--- config.mk ---
export PLATFORM = sky130hd
export DESIGN_NAME = tmp_commit_unit
export DESIGN_NICKNAME = d
export VERILOG_FILES = /design/src/rtl/tmp_commit_unit.sv
export SDC_FILE = /design/constraint.sdc
export NUM_CORES = 1
export LEC_CHECK = 0
export BUFFER_PORTS_ARGS = -buffer_cell sky130_fd_sc_hd__buf_2
export CAP_MARGIN = 5
export CORE_MARGIN = 2
export CORE_UTILIZATION = 40
export DETAILED_ROUTE_END_ITERATION = 6
export MAX_ROUTING_LAYER = met4
export PLACE_DENSITY = 0.68
export SLEW_MARGIN = 25
export SYNTH_ARGS = -nofsm -noshare
export SYNTH_HDL_FRONTEND = slang
export SYNTH_SLANG_ARGS = --single-unit
--- constraint.sdc ---
create_clock -name clock -period 10.6 [get_ports clock]
set_clock_uncertainty 0.2 [all_clocks]
set_input_delay 2.12 -clock clock [delete_from_list [all_inputs] [get_ports clock]]
set_output_delay 2.12 -clock clock [all_outputs]
set_load 0.02 [all_outputs]
--- src/rtl/tmp_commit_unit.sv ---
// tmp_commit_unit
//   In-order retire and allocation controller for the speculative temporary
//   register file. Hands out entry tags to dispatch from a circular tail
//   pointer, reads the head entry through a single read port and retires it
//   once its result is valid: ALU/LOAD entries write the architectural
//   register file, STOREs handshake with memory, BRANCHes simply retire.
//   A mispredict flush discards all speculative state.
//
// Optional build macro: RETIRE_TRACE_EN
//   Adds an internal retired-instruction counter and simulation trace
//   messages on every retire and flush. Ports and timing are unchanged.
//
// Ports:
//   clock, reset   system clock, asynchronous active-high reset
//   Alloc_req      dispatch requests a new entry
//   Alloc_grant    allocation accepted this cycle (combinational)
//   Alloc_tag      granted entry index (tail pointer)
//   Full, Empty    occupancy flags
//   Rd_Addr        temp-file read address (head pointer)
//   Rd_Data        temp-file entry {rd_reg, PC, Inst_type, spec_data,
//                  spec_valid, valid}
//   Arf_we/waddr/wdata  architectural register write (registered pulse)
//   Retire_pc      PC of the last retired entry
//   Clr_entry/Clr_addr  free one temp-file entry (registered pulse)
//   Clr_all        clear the whole temp file (asserted in the flush cycle)
//   Store_req      store commit request, held until Store_ack
//   Store_ack      memory accepted the store
//   Flush          mispredict flush, single-cycle pulse
module tmp_commit_unit #(
  parameter int unsigned DEPTH = 32,
  parameter int unsigned AW    = 5
) (
  input  logic          clock,
  input  logic          reset,
  input  logic          Alloc_req,
  output logic          Alloc_grant,
  output logic [AW-1:0] Alloc_tag,
  output logic          Full,
  output logic          Empty,
  output logic [AW-1:0] Rd_Addr,
  input  logic [72:0]   Rd_Data,
  output logic          Arf_we,
  output logic [4:0]    Arf_waddr,
  output logic [31:0]   Arf_wdata,
  output logic [31:0]   Retire_pc,
  output logic          Clr_entry,
  output logic [AW-1:0] Clr_addr,
  output logic          Clr_all,
  output logic          Store_req,
  input  logic          Store_ack,
  input  logic          Flush
);

  typedef enum logic [1:0] {
    ST_RUN        = 2'd0,
    ST_STORE_WAIT = 2'd1,
    ST_FLUSH      = 2'd2
  } state_t;

  typedef enum logic [1:0] {
    IT_ALU    = 2'b00,
    IT_LOAD   = 2'b01,
    IT_STORE  = 2'b10,
    IT_BRANCH = 2'b11
  } inst_type_t;

  localparam logic [AW:0] FULL_COUNT = (AW+1)'(DEPTH);

  state_t      state;
  state_t      state_nxt;
  logic [AW-1:0] head;
  logic [AW-1:0] tail;
  logic [AW:0]   count;

  // Head entry fields
  logic [4:0]  ent_rd;
  logic [31:0] ent_pc;
  inst_type_t  ent_type;
  logic [31:0] ent_data;
  logic        ent_ready;

  assign ent_rd    = Rd_Data[72:68];
  assign ent_pc    = Rd_Data[67:36];
  assign ent_type  = inst_type_t'(Rd_Data[35:34]);
  assign ent_data  = Rd_Data[33:2];
  assign ent_ready = Rd_Data[1] & Rd_Data[0];

  // Retire decode
  logic retire_free;   // head entry leaves the window this cycle
  logic retire_arf;    // architectural register write this cycle
  logic store_start;   // store reaches head, begin memory handshake
  logic store_done;    // memory acknowledged the pending store

  assign Full        = (count == FULL_COUNT);
  assign Empty       = (count == '0);
  assign Alloc_tag   = tail;
  assign Rd_Addr     = head;
  assign Alloc_grant = Alloc_req & ~Full & (state != ST_FLUSH) & ~Flush;

  always_comb begin
    state_nxt   = state;
    retire_free = 1'b0;
    retire_arf  = 1'b0;
    store_start = 1'b0;
    store_done  = 1'b0;
    if (Flush) begin
      state_nxt = ST_FLUSH;
    end else begin
      unique case (state)
        ST_RUN: begin
          if (!Empty && ent_ready) begin
            unique case (ent_type)
              IT_ALU, IT_LOAD: begin
                retire_arf  = 1'b1;
                retire_free = 1'b1;
              end
              IT_STORE: begin
                store_start = 1'b1;
                state_nxt   = ST_STORE_WAIT;
              end
              IT_BRANCH: begin
                retire_free = 1'b1;
              end
              default: ;
            endcase
          end
        end
        ST_STORE_WAIT: begin
          if (Store_ack) begin
            store_done  = 1'b1;
            retire_free = 1'b1;
            state_nxt   = ST_RUN;
          end
        end
        ST_FLUSH: begin
          state_nxt = ST_RUN;
        end
        default: begin
          state_nxt = ST_RUN;
        end
      endcase
    end
  end

  always_ff @(posedge clock or posedge reset) begin
    if (reset) begin
      state     <= ST_RUN;
      head      <= '0;
      tail      <= '0;
      count     <= '0;
      Arf_we    <= 1'b0;
      Arf_waddr <= '0;
      Arf_wdata <= '0;
      Retire_pc <= '0;
      Clr_entry <= 1'b0;
      Clr_addr  <= '0;
      Clr_all   <= 1'b0;
      Store_req <= 1'b0;
    end else begin
      state     <= state_nxt;
      Arf_we    <= retire_arf;
      Clr_entry <= retire_free;
      Clr_all   <= Flush;

      if (retire_arf) begin
        Arf_waddr <= ent_rd;
        Arf_wdata <= ent_data;
      end
      if (retire_free) begin
        Clr_addr  <= head;
        Retire_pc <= ent_pc;
      end

      if (Flush) begin
        head      <= '0;
        tail      <= '0;
        count     <= '0;
        Store_req <= 1'b0;
      end else begin
        if (Alloc_grant) tail <= tail + 1'b1;
        if (retire_free) head <= head + 1'b1;
        // Allocate and free in the same cycle leave the occupancy unchanged.
        unique case ({Alloc_grant, retire_free})
          2'b10:   count <= count + 1'b1;
          2'b01:   count <= count - 1'b1;
          default: count <= count;
        endcase
        if (store_start)     Store_req <= 1'b1;
        else if (store_done) Store_req <= 1'b0;
      end
    end
  end

`ifdef RETIRE_TRACE_EN
  logic [31:0] retire_count;

  always_ff @(posedge clock or posedge reset) begin
    if (reset) begin
      retire_count <= '0;
    end else if (retire_free) begin
      retire_count <= retire_count + 32'd1;
    end
  end

  always_ff @(posedge clock) begin
    if (!reset) begin
      if (retire_free) begin
        $display("INFO : TmpCommit : Retire pc=%h type=%d rd=%d data=%h count=%d",
                 ent_pc, ent_type, ent_rd, ent_data, retire_count + 32'd1);
      end
      if (Flush) begin
        $display("INFO : TmpCommit : Flush discarded %0d entries", count);
      end
    end
  end
`endif

endmodule
* Word-level counts from Yosys, hierarchy flattened *
Index checks and enable logic that the tools add are counted.

storage, ports and cells
  bits in read-only memories = 0
  bits in latches = 0
  RAM bits = 0
  input bits = 78
  word-level logic and storage cells = 74
  register bits after elaboration = 96
  memories kept = 0

operators by class
  magnitude comparators = 0
  bitwise logic cells = 6
  shifts and indexed selects = 0
  multiply operators = 0
  $add $sub $neg = 4
  multiplexer cells = 29
  div/mod/pow operators = 0
  equal/unequal tests = 11
  reduce and logical (&&, ||, !) cells = 12

operators by type and width
  operator                                                               count
  5-bit two-way mux                                                      4
  1-bit two-way mux                                                      17
  6-bit case mux with 2 select lines                                     1
  5-bit by 1-bit adder with 5-bit output, second input constant          2
  2-bit two-way mux                                                      4
  6-bit by 1-bit adder with 6-bit output, second input constant          1
  2-bit by 1-bit equality test with 1-bit output, second input constant  3
  2-bit equality test, second input constant                             3
  6-bit equality test, second input constant                             1
  6-bit logical NOT                                                      1
  6-bit two-way mux                                                      1
  3-bit != test, second input constant                                   2
  3-bit nonzero test                                                     2
  6-bit by 1-bit subtractor with 6-bit output, second input constant     1
  1-bit AND                                                              4
  2-bit logical NOT                                                      2
  2-bit case mux with 2 select lines                                     1
  2-bit nonzero test                                                     2
  3-bit by 2-bit != test with 1-bit output, second input constant        1
  3-bit AND reduction                                                    1
  3-bit OR reduction                                                     1
  2-bit != test, second input constant                                   1
  1-bit NOT                                                              2
  1-bit case mux with 2 select lines                                     1
  3 further kinds                                                        3

* Logic depth before layout (Yosys ltp) *
  depth after elaboration = 9
  gate-level depth with buffers = 11
  depth with buffers taken out = 10

* Least setup slack after synthesis *
OpenSTA, ideal clock, no wires.

  kind = input to output
  start = input Flush
  end = output Alloc_grant
  required time = 8280 ps
  path buffers = 2
  arrival = 2845 ps
  path slack = 5435 ps
  stages = 3
  cell sequence = clkbuf_1 -> clkbuf_1 -> nor2_1

on the way
  word-level cells in the longest chain between the ends = 2

RTL lines
  element             RTL line  text
  start: declaration  51        input logic Flush
  1-bit NOT           98        assign Alloc_grant = Alloc_req & ~Full & (state != ST_FLUSH) & ~Flush;
  1-bit AND           98
  end: declaration    36        output logic Alloc_grant,

No other way between the ends.

* Final worst setup path *
Same ends and word-level chain as after synthesis.

==> reports/metrics.csv <==
metric,value,unit
synth.cell_area,4060,sq um
endpoint_kind,primary output,
cts_root_buffer,clkbuf_8,
dr_wl_met3,546,um
synth_edf_count,0,
drive_gt1_frac,0.600,
cts_tree,yes,
first_pass_iters,4,
cts-resized-gates,0,
initial_utilization,0.414,
routed.top_layer,met4,
antenna_found_initial,0,
wl_per_cell,15.0,um
dr_wl_met2,4520,um
synth_seq_cells,96,
period_share,0.479,
p_leak,2.89,nW
netlist_instances,278,
p_per_area,183,nW/um^2
yosys_warnings,0,
clockBufferDepth,2,
place.gp.congestion,0.785,
finalSetupViolations,0,
syn-num-nets,363,
fin_setup_tns,0,ns
final_cell_mix,"168 x buf_2, 96 x dfrtp_1, 57 x mux2_2",
instances_no_fill,586,
drcViolationCount,0,
port_buffers,168,
arrival,2.76,ns
total_power,0.958,mW
cap_violations,0,
clk_pin_slew,0.08,ns
nets,533,
maxSlewViolCount,0,
grt_pass1_vias,2925,
rows,36,
status,finished clean,
cts_made_buffers,9,
synthDistinctLibCells,41,
vias_per_cell,4.77,
synth_flop_cell,dfrtp_1,
ys_seq_area_frac,0.591,
regArea,2400,sq um
period_needed,5.08,ns
startpoint_type,input port,
clock-sinks,96,
grt_usage,0.169,
die_x,105,um
dieArea,11000,sq um
placedCellCount,570,
drt_wl_total,8760,um
rsz0062_at_grt,no,
final_common_cell,buf_2,
n_antenna_cell,0,
nFillCells,885,
relSlewSlack,0.504,
ios,169,
cp_max_fo,24,
worstMarginPinSlew,0.744,ns
dr_total_vias,2797,
grt_pass1_wl,14500,um
multi_input_area,1580,sq um
irDropWorstVdd,0.0698,mV
die-height,105,um
cts-htree-levels,3,
syn_avg_cell_area,14.6,sq um
insertion_delay,0.35,ns
cts_setup_buffers,0,
grt_max_degree,55,
fmax,197,MHz
holdBufCountCts,0,
path_class,input port to primary output,
hold_path.class,flip-flop to flip-flop,
postLayoutCoreUtil,0.533,
hold_violations,0,
synth-async-reset-ratio,1.00,
dp_hpwl,6460,um
wl_met1,3580,um
critPathRequiredTime,8.28,ns
core,9820,sq um
area_growth_syn_to_layout,28.9,%
overflow,0,
drtAntennaViolNets,0,
drt_iter0_markers,78,
[state kept, by name, summed over array words and instances, names as in the netlist, 2 cells and up]
register	cells
Arf_wdata	32
Retire_pc	32
count	6
Alloc_tag	5
Arf_waddr	5
Clr_addr	5
Rd_Addr	5
state	2
[cell usage after synthesis (3+ instances only)]
cell | n | share of area
buf_2 | 5 | 0.0062
nand4_1 | 4 | 0.0062
or3_1 | 3 | 0.0046
nor3_1 | 4 | 0.0049
mux2i_1 | 5 | 0.012
nand2_1 | 12 | 0.011
nor2_1 | 12 | 0.011
ha_1 | 6 | 0.018
xor2_1 | 5 | 0.011
a21o_1 | 3 | 0.0055
o21ai_0 | 3 | 0.0037
nor2b_1 | 3 | 0.0046
mux2_4 | 19 | 0.070
clkbuf_1 | 4 | 0.0037
a21oi_1 | 5 | 0.0062
buf_6 | 3 | 0.0083
inv_1 | 5 | 0.0046
dfrtp_1 | 96 | 0.59
mux2_2 | 57 | 0.16
[routing by layer]
metal,GRT usage,vias up
met2,0.283,99
li1,-,1328
met4,0.0590,0
met3,0.0437,12
met5,-,-
met1,0.197,1358
[final timing paths]
check | start | cells after the start | to | slack (ns)
max reg2reg | count[1] | 9 | count[5] | 6.86
min | Retire_pc[24] | 1 | Retire_pc[24] | 0.31
max in group asynchronous | reset | 3 | Arf_wdata[8] | 7.40
min in group asynchronous | reset | 2 | Arf_wdata[23] | 1.66
max | Flush | 3 | Alloc_grant | 5.52
min reg2reg | Retire_pc[24] | 1 | Retire_pc[24] | 0.31
[through the flow]
step	cell area, sq um	worst slack, ns	hold slack, ns
final	5240	5.52	0.309
after global routing	5240	5.45	0.325
after CTS	5240	5.51	0.312
after detailed placement	5030	5.36	0.289
after global placement	5030	5.52	0.284
after floorplan	4060	5.43	0.275
[worst max-delay path, stage by stage]
cell,delay (ns)
buf_2,0.37
nor2_1,0.09
buf_2,0.17
[kinds of logic (layout without fill, tap and decap cells)]
family          after synthesis  in the layout  synth area share
flops                        96             96             0.591
buf+inv                      18            193            0.0237
xor+xnor                      8              8            0.0191
simple gates                 46             46            0.0563
compound gates               22             22            0.0459
fa+ha+maj                     7              7            0.0234
mux                          81             81             0.240
[cell type report]
| class | count | share of cell area |
|---|---|---|
| multi-input cells | 164 | 0.301 |
| inverters | 6 | 0.00454 |
| clock buffers | 11 | 0.0289 |
| repair buffers | 171 | 0.165 |
| clock inverters | 5 | 0.0103 |
| flip-flops and latches | 96 | 0.459 |
| well taps | 133 | 0.0318 |
[where the power goes]
| group | total, mW | switching, mW | internal (mW) |
|---|---|---|---|
| logic | 0.252 | 0.142 | 0.110 |
| clock network | 0.246 | 0.124 | 0.122 |
| registers | 0.460 | 0.0315 | 0.428 |
| total | 0.958 | 0.298 | 0.660 |
Power figures use the tool's default switching activity.
